`src/rtl/ddr_rd_scheduler.sv`:
```
// ddr_rd_scheduler
//   Queues DDR write completions (addr/len/strb) in one descriptor FIFO per
//   local queue. Arbitrates round-robin among enabled, non-empty queues and
//   issues one DDR read request at a time. It waits for the read-complete
//   pulse before it arbitrates again.
//
// Ports
//   i_axis_clk / i_axis_rst      clock, synchronous active-high reset
//   i_wr_ddr_cpl_*, o_wr_ddr_cpl_ready
//                                descriptor push (valid/ready handshake)
//   i_queue_en                   per-queue scheduling enable (sampled in IDLE)
//   o_rd_ddr_*, i_rd_ddr_ready   read request (valid/ready handshake)
//   i_rd_ddr_cpl                 one-cycle pulse: outstanding read delivered
//   o_rd_cpl_queue_valid/_queue  one-cycle pulse naming the completed queue
//   o_queue_nempty               registered per-queue FIFO non-empty flags
//   o_desc_err                   one-cycle pulse when a descriptor is dropped
module ddr_rd_scheduler #(
    parameter int P_DDR_LOCAL_QUEUE  = 4,
    parameter int C_M_AXI_ADDR_WIDTH = 32,
    parameter int P_DESC_DEPTH       = 16
) (
    input  logic                          i_axis_clk,
    input  logic                          i_axis_rst,
    input  logic                          i_wr_ddr_cpl_valid,
    output logic                          o_wr_ddr_cpl_ready,
    input  logic [P_DDR_LOCAL_QUEUE-1:0]  i_wr_ddr_cpl_queue,
    input  logic [15:0]                   i_wr_ddr_cpl_len,
    input  logic [C_M_AXI_ADDR_WIDTH-1:0] i_wr_ddr_cpl_addr,
    input  logic [7:0]                    i_wr_ddr_cpl_strb,
    input  logic [P_DDR_LOCAL_QUEUE-1:0]  i_queue_en,
    output logic                          o_rd_ddr_valid,
    input  logic                          i_rd_ddr_ready,
    output logic [C_M_AXI_ADDR_WIDTH-1:0] o_rd_ddr_addr,
    output logic [15:0]                   o_rd_ddr_len,
    output logic [7:0]                    o_rd_ddr_strb,
    output logic [P_DDR_LOCAL_QUEUE-1:0]  o_rd_ddr_queue,
    input  logic                          i_rd_ddr_cpl,
    output logic                          o_rd_cpl_queue_valid,
    output logic [P_DDR_LOCAL_QUEUE-1:0]  o_rd_cpl_queue,
    output logic [P_DDR_LOCAL_QUEUE-1:0]  o_queue_nempty,
    output logic                          o_desc_err
);

    localparam int QN = P_DDR_LOCAL_QUEUE;
    localparam int QW = (QN > 1) ? $clog2(QN) : 1;
    localparam int AW = $clog2(P_DESC_DEPTH);
    localparam int CW = AW + 1;
    localparam int DW = C_M_AXI_ADDR_WIDTH + 16 + 8;

    typedef enum logic [1:0] {
        S_IDLE,
        S_LOAD,
        S_ISSUE,
        S_WAIT_CPL
    } state_t;

    state_t state_q, state_d;

    logic [QN-1:0]                 full_w;
    logic [QN-1:0]                 push_w;
    logic [QN-1:0]                 pop_w;
    logic [QN-1:0]                 nempty_q;
    logic [DW-1:0]                 head_w [QN];
    logic                          q_onehot_w;
    logic                          desc_legal_w;
    logic                          accept_w;
    logic [DW-1:0]                 wr_data_w;

    logic [QW-1:0]                 rr_q;
    logic [QW-1:0]                 grant_idx_q;
    logic [QN-1:0]                 grant_q;
    logic [C_M_AXI_ADDR_WIDTH-1:0] rd_addr_q;
    logic [15:0]                   rd_len_q;
    logic [7:0]                    rd_strb_q;
    logic [QN-1:0]                 rd_queue_q;
    logic                          cpl_valid_q;
    logic [QN-1:0]                 cpl_queue_q;
    logic                          desc_err_q;

    logic [QN-1:0]                 eligible_w;
    logic                          gnt_found_w;
    logic [QW-1:0]                 gnt_idx_w;

    // ------------------------------------------------------------------
    // Push path. Ready only drops for a legal one-hot queue whose FIFO is
    // full; illegal descriptors are always swallowed and flagged.
    // ------------------------------------------------------------------
    assign q_onehot_w   = (i_wr_ddr_cpl_queue != '0) &&
                          ((i_wr_ddr_cpl_queue & (i_wr_ddr_cpl_queue - QN'(1))) == '0);
    assign o_wr_ddr_cpl_ready = !(q_onehot_w && ((i_wr_ddr_cpl_queue & full_w) != '0));
    assign accept_w     = i_wr_ddr_cpl_valid && o_wr_ddr_cpl_ready;
    assign desc_legal_w = q_onehot_w && (i_wr_ddr_cpl_len != 16'd0);
    assign push_w       = (accept_w && desc_legal_w) ? i_wr_ddr_cpl_queue : '0;
    assign pop_w        = ((state_q == S_ISSUE) && i_rd_ddr_ready) ? grant_q : '0;
    assign wr_data_w    = {i_wr_ddr_cpl_addr, i_wr_ddr_cpl_len, i_wr_ddr_cpl_strb};

    // ------------------------------------------------------------------
    // Per-queue descriptor FIFOs
    // ------------------------------------------------------------------
    for (genvar g = 0; g < QN; g++) begin : g_fifo
        logic [DW-1:0] mem [P_DESC_DEPTH];
        logic [AW-1:0] wr_ptr_q;
        logic [AW-1:0] rd_ptr_q;
        logic [CW-1:0] cnt_q;

        assign full_w[g] = (cnt_q == CW'(P_DESC_DEPTH));
        assign head_w[g] = mem[rd_ptr_q];

        // Storage is not reset; only pointers and counts are.
        always_ff @(posedge i_axis_clk) begin
            if (push_w[g]) begin
                mem[wr_ptr_q] <= wr_data_w;
            end
        end

        always_ff @(posedge i_axis_clk) begin
            if (i_axis_rst) begin
                wr_ptr_q    <= '0;
                rd_ptr_q    <= '0;
                cnt_q       <= '0;
                nempty_q[g] <= 1'b0;
            end else begin
                if (push_w[g]) begin
                    wr_ptr_q <= wr_ptr_q + AW'(1);
                end
                if (pop_w[g]) begin
                    rd_ptr_q <= rd_ptr_q + AW'(1);
                end
                if (push_w[g] && !pop_w[g]) begin
                    cnt_q <= cnt_q + CW'(1);
                end else if (pop_w[g] && !push_w[g]) begin
                    cnt_q <= cnt_q - CW'(1);
                end
                // Flag lags the count by one cycle (registered view).
                nempty_q[g] <= (cnt_q != '0);
            end
        end
    end

    // ------------------------------------------------------------------
    // Round-robin search starting at rr_q (one past the last grant).
    // ------------------------------------------------------------------
    always_comb begin
        int            idx;
        logic [QW-1:0] cand;
        eligible_w  = nempty_q & i_queue_en;
        gnt_found_w = 1'b0;
        gnt_idx_w   = '0;
        idx         = 0;
        cand        = '0;
        for (int k = 0; k < QN; k++) begin
            idx = int'(rr_q) + k;
            if (idx >= QN) begin
                idx = idx - QN;
            end
            cand = QW'(idx);
            if (!gnt_found_w && eligible_w[cand]) begin
                gnt_found_w = 1'b1;
                gnt_idx_w   = cand;
            end
        end
    end

    // ------------------------------------------------------------------
    // Scheduler FSM
    // ------------------------------------------------------------------
    always_comb begin
        state_d = state_q;
        case (state_q)
            S_IDLE:     if (gnt_found_w) state_d = S_LOAD;
            S_LOAD:     state_d = S_ISSUE;
            S_ISSUE:    if (i_rd_ddr_ready) state_d = S_WAIT_CPL;
            S_WAIT_CPL: if (i_rd_ddr_cpl) state_d = S_IDLE;
            default:    state_d = S_IDLE;
        endcase
    end

    always_ff @(posedge i_axis_clk) begin
        if (i_axis_rst) begin
            state_q     <= S_IDLE;
            rr_q        <= '0;
            grant_idx_q <= '0;
            grant_q     <= '0;
            rd_addr_q   <= '0;
            rd_len_q    <= '0;
            rd_strb_q   <= '0;
            rd_queue_q  <= '0;
            cpl_valid_q <= 1'b0;
            cpl_queue_q <= '0;
            desc_err_q  <= 1'b0;
        end else begin
            state_q     <= state_d;
            desc_err_q  <= accept_w && !desc_legal_w;
            cpl_valid_q <= 1'b0;
            if ((state_q == S_IDLE) && gnt_found_w) begin
                grant_idx_q <= gnt_idx_w;
                grant_q     <= QN'(1) << gnt_idx_w;
            end
            // Request fields are captured once and held through ISSUE.
            if (state_q == S_LOAD) begin
                {rd_addr_q, rd_len_q, rd_strb_q} <= head_w[grant_idx_q];
                rd_queue_q <= grant_q;
            end
            if ((state_q == S_WAIT_CPL) && i_rd_ddr_cpl) begin
                cpl_valid_q <= 1'b1;
                cpl_queue_q <= grant_q;
                rr_q        <= (grant_idx_q == QW'(QN - 1)) ? '0 : grant_idx_q + QW'(1);
            end
        end
    end

    assign o_rd_ddr_valid       = (state_q == S_ISSUE);
    assign o_rd_ddr_addr        = rd_addr_q;
    assign o_rd_ddr_len         = rd_len_q;
    assign o_rd_ddr_strb        = rd_strb_q;
    assign o_rd_ddr_queue       = rd_queue_q;
    assign o_rd_cpl_queue_valid = cpl_valid_q;
    assign o_rd_cpl_queue       = cpl_queue_q;
    assign o_queue_nempty       = nempty_q;
    assign o_desc_err           = desc_err_q;

endmodule

```
`config.mk`:
```
export PLATFORM = sky130hd
export DESIGN_NAME = ddr_rd_scheduler
export DESIGN_NICKNAME = d
export VERILOG_FILES = /design/src/rtl/ddr_rd_scheduler.sv
export SDC_FILE = /design/constraint.sdc
export NUM_CORES = 2
export LEC_CHECK = 0
export CAP_MARGIN = 20
export CORE_MARGIN = 2
export CORE_UTILIZATION = 55
export DETAILED_ROUTE_END_ITERATION = 16
export PLACE_DENSITY = 0.7
export SLEW_MARGIN = 20
export SYNTH_ARGS = -nofsm -noshare
export SYNTH_HDL_FRONTEND = slang
export SYNTH_SLANG_ARGS = --single-unit
```
`constraint.sdc`:
```
create_clock -name i_axis_clk -period 13.6 [get_ports i_axis_clk]
set_clock_uncertainty 0.1 [all_clocks]
set_input_delay 2.72 -clock i_axis_clk [delete_from_list [all_inputs] [get_ports i_axis_clk]]
set_output_delay 2.72 -clock i_axis_clk [all_outputs]
set_load 0.02 [all_outputs]
```
==> metrics.md <==
| Metric | Value |
|---|---|
| Final TNS setup | 0 ns |
| CP Depth | 5 |
| Unrepaired setup endpoints after global routing | false |
| DR WL/cell | 34.2 microns |
| Logic pwr share | 0.035 |
| CP startpoint | i_wr_ddr_cpl_queue[3] |
| Via/cell ratio | 6.62 |
| Clock group share of total power | 0.426 |
| Synthesized area per cell | 21.3 sq um |
| Final ANT Viol Nets | 0 |
| Final period util | 0.559 |
| Syn nets | 6,827 |
| Row count | 187 |
| Fill count | 17,400 |
| Core ar. | 259,000 sq um |
| Sequential share of power | 0.539 |
| Slew headroom | 0.219 |
| Synth area leader | edfxtp_1 |
| Post-CTS Setup Inserts | 0 |
| CP Cell Sequence | clkdlybuf4s50_1 -> xor2_1 -> a211oi_1 -> a311o_1 -> clkdlybuf4s50_1 |
| Final hold violations | 0 |
| Leakage Power | 48.2 nW |
| # DRC | 0 |
| Hpwl dp | 204,000 microns |
| Primary FF master, synth | edfxtp_1 |
| Critical-path maximum fanout | 7 |
| NetSw | 4.92 mW |
| Number of synthesized flops with an enable pin | 3,584 |
| Delay-heaviest family, CP | buffers and inverters |
| Synth top area share | 0.751 |
| CTS root buffer | clkbuf_16 |
| Worst Setup Start Kind | input pin |
| CTS buffer count | 379 |
| Post-synthesis sequential area ratio | 0.772 |
| Worst setup path endpoint | o_wr_ddr_cpl_ready |
| Flops & latches, synth | 3,732 |
| Most frequent cells in the layout | edfxtp_1 (3,584), mux4_2 (738), mux2i_1 (540) |
| Power Internal | 18.8 mW |
| Mapped Cells | 6,712 |
| DR vias | 71,000 |
| Final number of max-transition violations | 0 |
| Io pins | 141 |
| RePlAce Congestion | 0.829 |
| Hold Slack | 0.369 ns |
| Pwr Density | 148 nW/um^2 |
| # nets final | 7,150 |
| Slowest stage cell, crit path | clkdlybuf4s50_1 |
| Die X | 514 microns |
| Hold/Removal Path Class | flip-flop to flip-flop |
| Area delta synth->final | 12.1% |
| Synth cell types | 58 |
| CTS tree | done |
| Sw Share | 0.208 |
| Buffers on Ports | 140 |
| DR iter-0 viols | 10,600 |
| Clk pin slew, worst setup/hold paths | 0.06 ns |
| Layout cell share with drive strength beyond 1 | 0.229 |
| Htree depth | 5 |
| GRT overflow | 0 |
| Largest net degree at the start of global routing | 117 |
| Starting Density | 0.553 |
| Critical path class | input pin to output port |
| Clk Latency, worst-skew pair | 1.00 ns |
| Max_cap viols | 0 |
| Worst-Margin Slew | 1.17 ns |
| Ys async rst share | 0 |
| CP arrival | 4.78 ns |
| Reg2Reg Setup Slack | 8.50 ns |
| Worst reg2reg path endpoint | o_rd_ddr_strb[2] |
| Critical Path Max Stage Delay | 0.67 ns |
| Status | finished, final reports clean |
| Worst EP required | 10.78 ns |
| Tmin final | 7.60 ns |
| Total global-route track usage | 0.278 |
| Crit end category | output port |
| Area contributors post-synth | edfxtp_1 (75%), mux4_2 (12%), mux2i_1 (3.8%), dfxtp_1 (2.1%), mux2_2 (0.57%) |
| Synth Warn # | 0 |
| Post-cts resize count | 0 |
| Peak Freq | 132 MHz |
| Initial antenna violation count | 13 |
| Die footprint | 265,000 sq um |
| Final setup viols | 0 |
| CP dominant cell by count | clkdlybuf4s50_1 |
| Initial DRT Pass Iterations | 6 |
| Final WL | 367,000 microns |
| Bufs and invs on worst path | 2 |
| Longest Clk Path Bufs | 4 |
| Number of global-route vias before repair | 71,600 |
| Clock sinks | 3,732 |
| Most common cell after layout, fill and taps aside | edfxtp_1 |
| VDD IR max | 0.178 mV |
| Vert. Die Dim | 514 microns |
| First-pass GRT wire length | 524,000 microns |
| R2R cell count | 7 |
| Cts hold-fix bufs | 0 |
| Synth Cell Area | 143,000 sq um |
## power groups by stage
stage | combinational, mW | clock (mW) | sequential [mW]
finish | 0.823 | 10.1 | 12.8
global route | 0.864 | 10.6 | 12.8
CTS | 0.822 | 10.2 | 12.8
detailed placement | 0.819 | 0 | 13.0
global placement | 0.800 | 0 | 13.0
floorplan | 0.283 | 0 | 13.0
## cell usage after synthesis (8+ instances only)
master / count
or3_1: 10
and2_1: 9
buf_4: 42
nand3_1: 20
nand4_1: 9
a21o_1: 8
buf_1: 28
o21ai_0: 87
a22oi_1: 82
mux2_2: 72
mux4_1: 12
nor2_1: 169
and3_1: 51
mux4_2: 738
edfxtp_1: 3584
dfxtp_1: 148
a221o_1: 12
a21oi_1: 136
xnor2_1: 12
o21ai_1: 26
clkbuf_1: 168
a221oi_1: 40
xor2_1: 18
nor3_1: 11
nand2b_1: 10
buf_2: 120
o211ai_1: 58
mux2i_1: 540
nor2b_1: 65
nand2_1: 91
or2_2: 13
o22ai_1: 85
inv_1: 26
o31ai_1: 21
buf_6: 18
ha_1: 42
o41ai_1: 27
a211oi_1: 56
## worst min-delay path by stage
stage,end,startpoint,cells past startpoint,slack (ns)
floorplan,o_queue_nempty[0],g_fifo[0].cnt_q[4],2,0.34
global placement,o_rd_cpl_queue[1],o_rd_cpl_queue[1],2,0.35
detailed placement,o_rd_cpl_queue[2],o_rd_cpl_queue[2],2,0.36
CTS,o_rd_cpl_queue[2],o_rd_cpl_queue[2],2,0.37
global route,o_rd_cpl_queue[2],o_rd_cpl_queue[2],2,0.39
finish,o_rd_cpl_queue[2],o_rd_cpl_queue[2],2,0.37
## tightest hold or removal path, stage by stage, from the launching register on
cell and delay, ns:
dfxtp_1 0.31, nand2_1 0.05, a21oi_1 0.06
## area by class of cell
class,instances,area [sq um],area share
clock buffer,478,10100,0.0628
clock inverter,192,1810,0.0113
sequential,3732,111000,0.689
antenna,7,17.5,0.000109
inverter,26,97.6,0.000608
timing repair buffer,321,2570,0.0160
tap,3402,4260,0.0265
multi-input combinational,2575,31100,0.194
## layer usage
layer | track usage | part of all wire
met5 | 0 | 0.000063
met4 | 0.100 | 0.038
met3 | 0.0505 | 0.099
met2 | 0.432 | 0.47
met1 | 0.401 | 0.39
## flip-flops by register name, summed over array words and instances (netlist names), 8 cells and up, named ones only
| register | flops |
|---|---|
| g_fifo.mem | 3584 |
| o_rd_ddr_addr | 32 |
| g_fifo.cnt_q | 20 |
| g_fifo.rd_ptr_q | 16 |
| g_fifo.wr_ptr_q | 16 |
| o_rd_ddr_len | 16 |
| o_rd_ddr_strb | 8 |
## logic make-up (layout without fill, tap and decap cells)
kind of cell / count (synthesis) / after routing / share of synthesized area
and+or+nand+nor: 476 / 476 / 0.0161
AOI/OAI and AO/OA: 661 / 661 / 0.0305
DFF: 3732 / 3732 / 0.772
xor gates and xnor gates: 30 / 30 / 0.00183
other: 0 / 7 / 0
muxes: 1362 / 1362 / 0.162
adders and majority gates: 46 / 46 / 0.00423
buffers and inverters: 405 / 1017 / 0.0139
## metrics by stage
step | worst slack [ns] | cells | power, mW | util | cell area (sq um)
floorplan | 5.14 | 6712 | 13.3 | - | 143000
global placement | 5.70 | 10100 | 13.8 | 0.573 | 149000
detailed placement | 6.05 | 10100 | 13.8 | 0.573 | 149000
CTS | 6.05 | 10700 | 23.8 | 0.619 | 161000
global route | 5.90 | 10700 | 24.3 | 0.620 | 161000
finish | 6.00 | 10700 | 23.7 | 0.620 | 161000
No activity file was read; power rests on OpenSTA's default activity.
